**src/rtl/fifo_ctrl.sv**
```systemverilog
// fifo_ctrl: synchronous FIFO controller wrapped around an external dual-port
// RAM that has a 1-cycle registered read port. The RAM's read-data register is
// used as the show-ahead output stage. Total capacity is DEPTH+1 words: DEPTH
// in the RAM and one in that output register.
//
// Ports:
//   clk_i, srst_i         clock, synchronous active-high reset
//   wr_valid_i/wr_data_i  write stream in; wr_ready_o accepts a word
//   rd_valid_o/rd_data_o  show-ahead read stream out; rd_ready_i pops the head
//   usedw_o               words held (RAM plus output stage)
//   full_o, empty_o       !wr_ready_o, !rd_valid_o
//   ram_*                 drive the RAM; ram_rd_data_i is its registered output
module fifo_ctrl #(
  parameter int DWIDTH = 8,
  parameter int AWIDTH = 4
) (
  input  logic              clk_i,
  input  logic              srst_i,
  input  logic              wr_valid_i,
  input  logic [DWIDTH-1:0] wr_data_i,
  output logic              wr_ready_o,
  output logic              rd_valid_o,
  output logic [DWIDTH-1:0] rd_data_o,
  input  logic              rd_ready_i,
  output logic [AWIDTH:0]   usedw_o,
  output logic              full_o,
  output logic              empty_o,
  output logic              ram_wr_en_o,
  output logic [AWIDTH-1:0] ram_wr_addr_o,
  output logic [DWIDTH-1:0] ram_wr_data_o,
  output logic              ram_rd_en_o,
  output logic [AWIDTH-1:0] ram_rd_addr_o,
  input  logic [DWIDTH-1:0] ram_rd_data_i
);

  localparam int              DEPTH   = 2**AWIDTH;
  localparam logic [AWIDTH:0] DEPTH_C = (AWIDTH+1)'(DEPTH);

  logic [AWIDTH-1:0] wr_ptr_q, wr_ptr_d;
  logic [AWIDTH-1:0] rd_ptr_q, rd_ptr_d;
  logic [AWIDTH:0]   ram_cnt_q, ram_cnt_d;
  logic              out_valid_q, out_valid_d;

  logic wr_ready;
  logic wr_fire;
  logic fetch;
  logic pop;

  always_comb begin
    wr_ready = (ram_cnt_q != DEPTH_C);
    // Reset wins over any transfer, so nothing reaches the RAM in that cycle.
    wr_fire  = wr_valid_i && wr_ready && !srst_i;
    pop      = out_valid_q && rd_ready_i;
    // Refill the output register whenever it is empty or being consumed. The
    // count is registered, so a word written this cycle is never fetched now.
    fetch    = (ram_cnt_q != '0) && (!out_valid_q || rd_ready_i) && !srst_i;

    wr_ptr_d    = wr_ptr_q;
    rd_ptr_d    = rd_ptr_q;
    ram_cnt_d   = ram_cnt_q;
    out_valid_d = out_valid_q;

    if (wr_fire) wr_ptr_d = wr_ptr_q + AWIDTH'(1);
    if (fetch)   rd_ptr_d = rd_ptr_q + AWIDTH'(1);

    case ({wr_fire, fetch})
      2'b10:   ram_cnt_d = ram_cnt_q + (AWIDTH+1)'(1);
      2'b01:   ram_cnt_d = ram_cnt_q - (AWIDTH+1)'(1);
      default: ram_cnt_d = ram_cnt_q;
    endcase

    if (fetch)    out_valid_d = 1'b1;
    else if (pop) out_valid_d = 1'b0;
  end

  always_ff @(posedge clk_i) begin
    if (srst_i) begin
      wr_ptr_q    <= '0;
      rd_ptr_q    <= '0;
      ram_cnt_q   <= '0;
      out_valid_q <= 1'b0;
    end else begin
      wr_ptr_q    <= wr_ptr_d;
      rd_ptr_q    <= rd_ptr_d;
      ram_cnt_q   <= ram_cnt_d;
      out_valid_q <= out_valid_d;
    end
  end

  // The RAM holds its read register when ram_rd_en_o is low, which keeps
  // rd_data_o stable under back-pressure with no extra storage here.
  assign wr_ready_o    = wr_ready;
  assign full_o        = !wr_ready;
  assign rd_valid_o    = out_valid_q;
  assign empty_o       = !out_valid_q;
  assign rd_data_o     = ram_rd_data_i;
  assign usedw_o       = ram_cnt_q + (AWIDTH+1)'(out_valid_q);
  assign ram_wr_en_o   = wr_fire;
  assign ram_wr_addr_o = wr_ptr_q;
  assign ram_wr_data_o = wr_data_i;
  assign ram_rd_en_o   = fetch;
  assign ram_rd_addr_o = rd_ptr_q;

endmodule
```
**config.mk**
```make
export PLATFORM = sky130hd
export DESIGN_NAME = fifo_ctrl
export DESIGN_NICKNAME = d
export VERILOG_FILES = /design/src/rtl/fifo_ctrl.sv
export SDC_FILE = /design/constraint.sdc
export NUM_CORES = 1
export LEC_CHECK = 0
export ABC_AREA = 1
export CAP_MARGIN = 20
export CORE_AREA = 8 8 59 61
export DETAILED_ROUTE_END_ITERATION = 16
export DIE_AREA = 0 0 67 69
export PLACE_DENSITY = 0.83
export RECOVER_POWER = 25
export SLEW_MARGIN = 40
export SYNTH_ARGS = -nofsm -noshare
export SYNTH_HDL_FRONTEND = slang
export SYNTH_SLANG_ARGS = --single-unit
export TNS_END_PERCENT = 20
```
**constraint.sdc**
```tcl
create_clock -name clk_i -period 4.7 [get_ports clk_i]
set_input_delay 0.94 -clock clk_i [delete_from_list [all_inputs] [get_ports clk_i]]
set_output_delay 0.94 -clock clk_i [all_outputs]
set_load 0.02 [all_outputs]
```
* Word level (Yosys, flattened, before mapping)
Index checks and enable logic that the tools add are counted.
** Operators by class
- Reduce and logical (&&, ||, !) cells :: 12
- Eq/ne operators :: 3
- Multiplexer cells :: 3
- $add $sub $neg :: 5
** Operators with widths (number)
- 5-bit one-hot mux with 2 select lines :: 1
- 4-bit by 1-bit adder with 4-bit output, second input constant :: 2
- 5-bit by 1-bit adder with 5-bit output :: 1
- 5-bit by 1-bit adder with 5-bit output, second input constant :: 1
- 1-bit logical AND :: 5
- 5-bit != test, second input constant :: 1
- 5-bit nonzero test :: 1
- 5-bit by 1-bit subtractor with 5-bit output, second input constant :: 1
- 2-bit nonzero test :: 2
- 1-bit logical NOT :: 3
- 2-bit by 1-bit == test with 1-bit output, second input constant :: 1
- 2-bit == test, second input constant :: 1
- 1-bit two-way mux :: 2
- 1-bit logical OR :: 1
** Word-level totals
- Word-level logic and storage cells :: 27
- Output and inout port bits :: 35
- Flip-flop bits (word level) :: 14

* Longest topological paths before layout
- Depth after elaboration :: 6
- Depth in mapped cells :: 16
- Mapped depth without buffers :: 16

* Least setup slack after synthesis
Ideal clock, no wire load.
- Path kind :: input -> register
- Start :: input srst_i
- End :: register ram_cnt_q[3]
- Data required time :: 4585 ps
- Setup time :: 115 ps
- Path buffers :: 1
- Stages :: 11
- Slack :: 1986 ps
- Arrival time :: 2598 ps
- Path through :: clkbuf_1 nor2_1 inv_1 ha_1 ha_1 a21oi_1 nand2_1 nand2_1 nand2_1 o21ai_0 inv_1
** Between the ends
- Cells in the longest elaborated chain, start to end :: 4
- Elaborated cells between the ends (all ways) :: 7
- Those cells by class :: 2 x eq/ne; 1 x mux; 4 x reduce/logical
** RTL lines
- start, declared :: RTL line 18 : input logic srst_i,
- 1-bit logical NOT * :: RTL line 52 : wr_fire = wr_valid_i && wr_ready && !srst_i;
- 1-bit logical AND * :: RTL line 52
- net ram_wr_en_o :: RTL line 28 : output logic ram_wr_en_o,
- 2-bit by 1-bit == test with 1-bit output / 2-bit == test (equally long branches) :: RTL line 66 : case ({wr_fire, fetch})
- 5-bit one-hot mux with 2 select lines / 2-bit nonzero test (equally long branches)
- end signal, assigned :: RTL line 85 : ram_cnt_q <= ram_cnt_d;
- end, declared :: RTL line 41 : logic [AWIDTH:0] ram_cnt_q, ram_cnt_d;
The timed path passes the listed nets; every way through them passes the cells marked *.
A chain may end at the register's enable or synchronous reset.

* Final worst setup path
- Start :: input srst_i
- End :: output ram_rd_en_o
** Between the ends
- Cells in the longest elaborated chain, start to end :: 2
** RTL lines
- 1-bit logical NOT :: RTL line 56 : fetch = (ram_cnt_q != '0) && (!out_valid_q || rd_ready_i) && !srst_i;
- 1-bit logical AND :: RTL line 56
- end, declared :: RTL line 31 : output logic ram_rd_en_o,
Every way passes these cells.

==> results.md <==
* Initial antenna violation count at 0
* Root buffer cell: clkbuf_4
* Clock latency at the later pin of the worst-skew pair at 290 ps
* Hpwl dp at 1.63 mm
* Number of setup buffers added after CTS at 0
* Post-synth top area share at 27.5%
* # DRC at 0
* Kind of critical path: in -> out
* Commonest non-fill, non-tap cells in the layout: nand2_1, clkdlybuf4s50_1, inv_1, dfxtp_1, nor2_1
* Met2 Use GR at 14.1%
* Die area at 0.00462 mm²
* Antenna cell count at 0
* Row count at 19
* Maxcap violations at 0
* Avg Inst Size Synth at 7.35 µm²
* Total GRT Usage at 9.13%
* Clock-pin slew on the worst setup and hold paths at 80 ps
* Ports at 55
* M3 GR Usage at 1.94%
* Outcome: complete, no violations
* Via density at 4.63
* Minimum clock period at 3660 ps
* Slew Limit Fails at 0
* Initial DRT Pass Iterations at 4
* Ys Warns at 0
* CP Max Fanout at 12
* Clock sink count at 14
* Crit path launch type: input port
* Arrival time at the worst endpoint at 2720 ps
* Peak VDD IR at 0.344 mV
* Clk_skew at 8.50 ps
* Post-CTS resize count at 0
* Worst hold start: ram_wr_addr_o[1]
* Layout cells sized above 1 at 11.5%
* Pwr Density at 599 mW/mm²
* Initial Util at 39.0%
* Commonest non-fill, non-tap cell in the layout: nand2_1
* Crit end category: primary output
* Setup TNS at 0 ps
* RSZ-0062 raised after global routing: no
* Leak Pwr at 0.564 nW
* Peak Freq at 273 MHz
* CTS tree: built
* Final critical-path share of the clock period at 77.8%
* Synthesized cell area at 0.00102 mm²
* Die X at 67 µm
* Gp weighted congestion at 0.844
* Routed Antenna Nets at 0
* Register area share after synthesis at 27.5%
* Vias in the first global route at 837
* Syn Inst Count at 139
* Final wirelength at 1.99 mm
* Area leader, netlist: dfxtp_1
* TritonCTS buffer count at 3
* CP Data Required Time at 3760 ps
* Hold WS at 511 ps
* DR WL/cell at 11.1 µm
* PortBufs at 22
* Via count at 829
* HP Class: reg -> reg
* Distinct cells, synth at 24
* Crit path from: srst_i
* Iteration-0 DRC Markers at 42
* Global routing's busiest layer: met2
* First-pass GRT wire length at 3.49 mm
* Hold Fails Final Rpt at 0
* Synth Register Bits at 14
* Largest net degree at the start of global routing at 13
* Met1 usage at 10.5%
* GR Overflow Total at 0
* R2r startpoint: ram_cnt_q[0]
* Max Buffers Root-to-Sink at 2
* Die Height at 69 µm
* Hold_buf cts at 0
* Area delta synth->final at 16.8%
* Slew headroom at 73.4%
* Worst slew pin tran at 397 ps
* H-tree depth at 1
* Post-Syn Nets at 168
* Nets at 178
* Core ar. at 0.00262 mm²
* Final setup fails at 0
* Area contributors post-synth: dfxtp_1, buf_4, nand2_1
## Yosys cell counts
library cell   n
nand2_1       28
buf_4         16
inv_1         15
dfxtp_1       14
nor2_1        11
nand3_1        9
a21oi_1        8
ha_1           8
inv_2          5
o21ai_0        4
xor2_1         4
nand2_2        2
nand2_4        2
nand4_1        2
xnor2_1        2
a21oi_2        1
and3_1         1
clkbuf_1       1
clkinv_1       1
fa_1           1
nand4_2        1
nand4_4        1
nor2_4         1
or2_1          1
## layout make-up
class	instances	area [µm²]
fill	274	1420
sequential	14	280
inverter	21	78.8
clock buffer	4	36.3
multi-input combinational	87	538
timing repair buffer	22	220
tap	31	38.8
## cells by family after synthesis
logic type      share of synthesized area [%]
flops                                    27.5
fa+ha+maj                                11.8
buf+inv                                  19.9
xor+xnor                                 5.15
compound gates                           6.74
simple gates                             29.0
## worst max-delay path, stage by stage
cell and delay, ps:
dlygate4sd3_1 690, nor2_1 280, nand2_4 100, inv_2 100
clkdlybuf4s50_1 610
## sequential cells by signal, summed over array words and instances, names as in the netlist
register,count
ram_rd_addr_o,4
rd_valid_o,1
ram_cnt_q,5
ram_wr_addr_o,4
## final timing paths
kind,end,slack (ps),cells past startpoint
worst max-delay path,ram_rd_en_o,1040,5
worst min-delay path,ram_wr_addr_o[1],510,2
worst max register to register,ram_cnt_q[4],2420,16
worst min register to register,ram_wr_addr_o[1],510,2
## power breakdown
group          leakage, nW  internal [mW]  switching, mW
clock               0.0210         0.0472         0.0404
sequential           0.115          0.151         0.0468
combinational        0.428          0.185          0.244
total                0.564          0.383          0.331
## per-stage QoR
stage	worst slack (ps)	area (µm²)	util, %	std cells	power [mW]
after global routing	911	1190	45.6	179	0.779
after CTS	1080	1190	45.6	179	0.724
final	1040	1190	45.6	179	0.714
after detailed placement	1080	1160	44.2	175	0.634
after floorplan	1990	1020	-	139	0.505
after global placement	1120	1160	44.2	175	0.626
## routing by layer
metal,vias to the layer above,part of all wire [%]
met3,5,9.8
li1,440,-
met1,364,41
met5,-,0
met2,20,46
met4,0,2.5
Note: power is estimated with default switching activity, not from simulation.
==> RTL edit 1: new RTL, config.mk and constraints unchanged <==
`AWIDTH`: 4 -> 3.
--- a/src/rtl/fifo_ctrl.sv
+++ b/src/rtl/fifo_ctrl.sv
@@ -12,7 +12,7 @@
 //   ram_*                 drive the RAM; ram_rd_data_i is its registered output
 module fifo_ctrl #(
   parameter int DWIDTH = 8,
-  parameter int AWIDTH = 4
+  parameter int AWIDTH = 3
 ) (
   input  logic              clk_i,
   input  logic              srst_i,
Interface: changed (resized ram_rd_addr_o, ram_wr_addr_o and usedw_o); port bits go from 55 to 52. No check against the original RTL was run, so the function may have changed too.
==> RTL edit 1 against the original RTL <==
Power decreased by 14%. Cell area decreased by 18%. Sequential cell count is 3 lower. Synthesized area is 17% lower. Fmax increased by 3.3%. Via count shrank 22%. Routed wire length decreased by 17%. Largest cell class unchanged. Worst setup slack better by 0.12 ns.
==> RTL edit 1: results <==
{
  "met3_usage_pct": 1.78,
  "wl_met3_microns": 153,
  "yosys-top-cells-count": "nand2_1, inv_1, buf_4, dfxtp_1",
  "cts.path.max_buffers": 2,
  "dr.pass1.iters": 3,
  "final-instance-count-excl-fill": 152,
  "max_stage_delay_ns": 0.67,
  "syn_area_per_cell_sq_um": 7.43,
  "r2r_end": "ram_cnt_q[3]",
  "setup_ws_ns": 1.16,
  "dp_hpwl_mm": 1.32,
  "grt_pass1_vias": 639,
  "highest_layer": "met4",
  "crit_fanout": 7,
  "pwr-share-comb_pct": 62.9,
  "switching_share_pct": 46.6,
  "port_buffers": 19,
  "ys_seq_area_share_pct": 26.0,
  "r2r_cells": 11,
  "drive_gt1_share_pct": 16.5,
  "fillCellCount": 286,
  "regToRegSetupSlack_ns": 2.65,
  "run_status": "completed",
  "grt_start_max_net_pins": 8,
  "gp_congestion": 0.822,
  "use_met1_pct": 7.91,
  "p_leak_nw": 0.468,
  "drt_iter0_drc": 36,
  "grt_use_total_pct": 7.51,
  "cts_made_buffers": 3,
  "synthTopCellsByArea": "dfxtp_1, buf_4, ha_1",
  "clk_latency_ns": 0.27,
  "syn_nets": 142,
  "wl_per_cell_microns": 10.8,
  "largest_register_ffs": 4,
  "comb-power_uw": 384,
  "grtUsageMet2_pct": 12.1,
  "route.vias.total": 650,
  "crit_arrival_ns": 2.60,
  "grt_pass1_wl_mm": 2.73,
  "place_area_sq_um": 956,
  "preCtsSetupSlack_ns": 1.23,
  "sequentialPower_uw": 161
}
-- RTL edit 1: changes by cell type after synthesis, moves of 2 or more --
cell	delta
nand2_1	-8
nor2_1	-6
nor2_2	+3
a21oi_1	-4
xor2_1	-2
inv_1	+2
nand3_1	-2
dfxtp_1	-3
nand4_1	-2
-- RTL edit 1: layout make-up --
cell class	count	area (sq um)	share of cell area, %
multi-input combinational	65	424	43.2
sequential	11	220	22.4
timing repair buffer	19	190	19.4
inverter	22	82.6	8.41
tap	31	38.8	3.95
clock buffer	4	26.3	2.68
-- RTL edit 1: cells by family after synthesis --
| kind of cell | synth area share [%] |
|---|---|
| AOI/OAI and AO/OA | 7.39 |
| xor gates and xnor gates | 3.10 |
| adders and majority gates | 12.7 |
| buffers and inverters | 23.9 |
| DFF | 26.0 |
| and+or+nand+nor | 26.9 |
-- RTL edit 1: worst register-to-register path, cell delays in order (launching register included) --
cell and delay (ns):
dfxtp_1 0.38, nor2_4 0.17, nand3_2 0.13, nand2_4 0.12, inv_2 0.05, ha_1 0.24
ha_1 0.33, or2_2 0.30, nand3_1 0.09, nand3_1 0.07, nand2_1 0.06, inv_1 0.03
-- RTL edit 1: worst min-delay path by stage --
stage	depth (start not counted)	startpoint	slack (ns)	endpoint
2_1_floorplan	1	ram_cnt_q[0]	0.50	ram_cnt_q[0]
3_3_place_gp	2	ram_wr_addr_o[1]	0.48	ram_wr_addr_o[1]
3_5_place_dp	2	ram_wr_addr_o[1]	0.48	ram_wr_addr_o[1]
4_1_cts	2	ram_wr_addr_o[1]	0.50	ram_wr_addr_o[1]
5_1_grt	2	ram_wr_addr_o[2]	0.53	ram_wr_addr_o[2]
6_report	2	ram_wr_addr_o[1]	0.50	ram_wr_addr_o[1]
==> RTL edit 2: new RTL, same settings <==
Without the edit above. Reset style: asynchronous (`srst_i`), changed in one clocked block. Comments in the files are not updated.
--- a/src/rtl/fifo_ctrl.sv
+++ b/src/rtl/fifo_ctrl.sv
@@ -73,7 +73,7 @@
     else if (pop) out_valid_d = 1'b0;
   end
 
-  always_ff @(posedge clk_i) begin
+  always_ff @(posedge clk_i or posedge srst_i) begin
     if (srst_i) begin
       wr_ptr_q    <= '0;
       rd_ptr_q    <= '0;
Behaviour: differs if srst_i is asserted again (counterexample within 4 cycles, from zero or initial values and one cycle with srst_i high); with srst_i held inactive, the same outputs for 10 cycles.
==> RTL edit 2 against the original RTL <==
Sequential cell count unchanged. Worst setup slack improved by 0.043 ns. Power is 23% higher. Worst hold slack gained 0.052 ns. Global-route usage increased by 0.41 points. Cell area increased by 1.9%. Synthesized area increased by 4.7%. Routed wire length rose by 11%. Utilization grew 0.86 points. Largest cell class unchanged.
==> RTL edit 2: results <==
{
  "synthArstFlopShare_pct": 100,
  "synthTopCellsByArea": "dfrtp_1, nand2_1, buf_4",
  "cts_root_buf": "clkbuf_4",
  "syn_nets": 159,
  "r2r_cells": 14,
  "clock_skew_ns": 0.00194,
  "fillCellCount": 232,
  "ys_seq_area_share_pct": 32.8,
  "gp_congestion": 0.805,
  "cts_made_buffers": 3,
  "max_stage_delay_ns": 0.63,
  "peakVddDrop_mv": 0.424,
  "grt_pass1_vias": 769,
  "drive_gt1_share_pct": 9.42,
  "port_buffers": 22,
  "top_register": "ram_cnt_q",
  "synth_xor_area_share_pct": 5.74,
  "synth_cell_type_count": 25,
  "grt_start_max_net_pins": 20,
  "synth-compound-area-share_pct": 2.69,
  "viasPerCell": 4.88,
  "nNetsFinal": 169,
  "run_status": "completed",
  "regToRegSetupSlack_ns": 2.37,
  "grt_pass1_wl_mm": 3.63,
  "drt_iter0_drc": 34,
  "yosys-top-cells-count": "nand2_1, buf_4, dfrtp_1, inv_1, ha_1",
  "synth_fa_ha_area_share_pct": 11.2,
  "grt_use_total_pct": 9.55,
  "worst_pin_slew_ns": 0.287,
  "p_leak_nw": 0.618,
  "ys.flop_type": "dfrtp_1"
}
==> RTL edit 2: changes by cell type in the layout (fill, tap and decap cells not counted), sizes merged, moves of 2 or more <==
cell   change
nand4      +2
a21oi      -8
nand2      +5
inv        -4
dfrtp     +14
dfxtp     -14
xnor2      +2
nor2       -7
==> RTL edit 2: cell families (layout without fill, tap and decap cells) <==
group	count (synthesis)	count (layout)
simple gates	61	61
xor+xnor	7	7
flops	14	14
compound gates	5	5
fa+ha+maj	9	9
buf+inv	34	42
==> RTL edit 2: per-stage QoR <==
stage | util, % | area [sq um] | setup slack [ns] | std cells | hold slack [ns]
after floorplan | - | 1070 | 1.80 | 130 | 0.516
after global placement | 45.9 | 1200 | 1.28 | 166 | 0.534
after detailed placement | 45.9 | 1200 | 1.21 | 166 | 0.549
after CTS | 46.7 | 1220 | 1.21 | 169 | 0.567
after global routing | 46.5 | 1210 | 0.981 | 169 | 0.613
final | 46.5 | 1210 | 1.09 | 169 | 0.563
==> RTL edit 2: area by class of cell <==
class / instances / area [sq um] / share of cell area [%]
multi-input cells: 82 / 515 / 42.4
flip-flops and latches: 14 / 350 / 28.8
repair buffers: 23 / 228 / 18.7
inverters: 16 / 60.1 / 4.94
well taps: 31 / 38.8 / 3.19
clock buffers: 3 / 22.5 / 1.85
==> RTL edit 2: worst min-delay path: stages (launching register included) <==
cell	delay [ns]
dfrtp_1	0.40
nand2_1	0.07
nand2_1	0.06
==> RTL edit 2: layer usage <==
layer	part of all wire [%]	track usage [%]	vias up
met1	40	10.6	376
met5	0	0	-
met2	48	15.9	31
li1	-	-	412
met4	0.77	3.26	0
met3	11	3.72	6
==> RTL edit 2: worst paths after layout <==
check,startpoint,endpoint
max,srst_i,ram_rd_en_o
min,ram_rd_addr_o[3],ram_rd_addr_o[3]
max reg2reg,ram_cnt_q[1],ram_cnt_q[4]
min reg2reg,ram_rd_addr_o[3],ram_rd_addr_o[3]
max in group asynchronous,srst_i,ram_cnt_q[2]
min in group asynchronous,srst_i,ram_wr_addr_o[2]
==> RTL edit 2: power breakdown <==
| part | total, mW | switching (mW) | internal, mW | leakage, nW |
|---|---|---|---|---|
| Combinational | 0.546 | 0.293 | 0.253 | 0.431 |
| Sequential | 0.269 | 0.0916 | 0.177 | 0.173 |
| Clock | 0.0633 | 0.0337 | 0.0296 | 0.0138 |
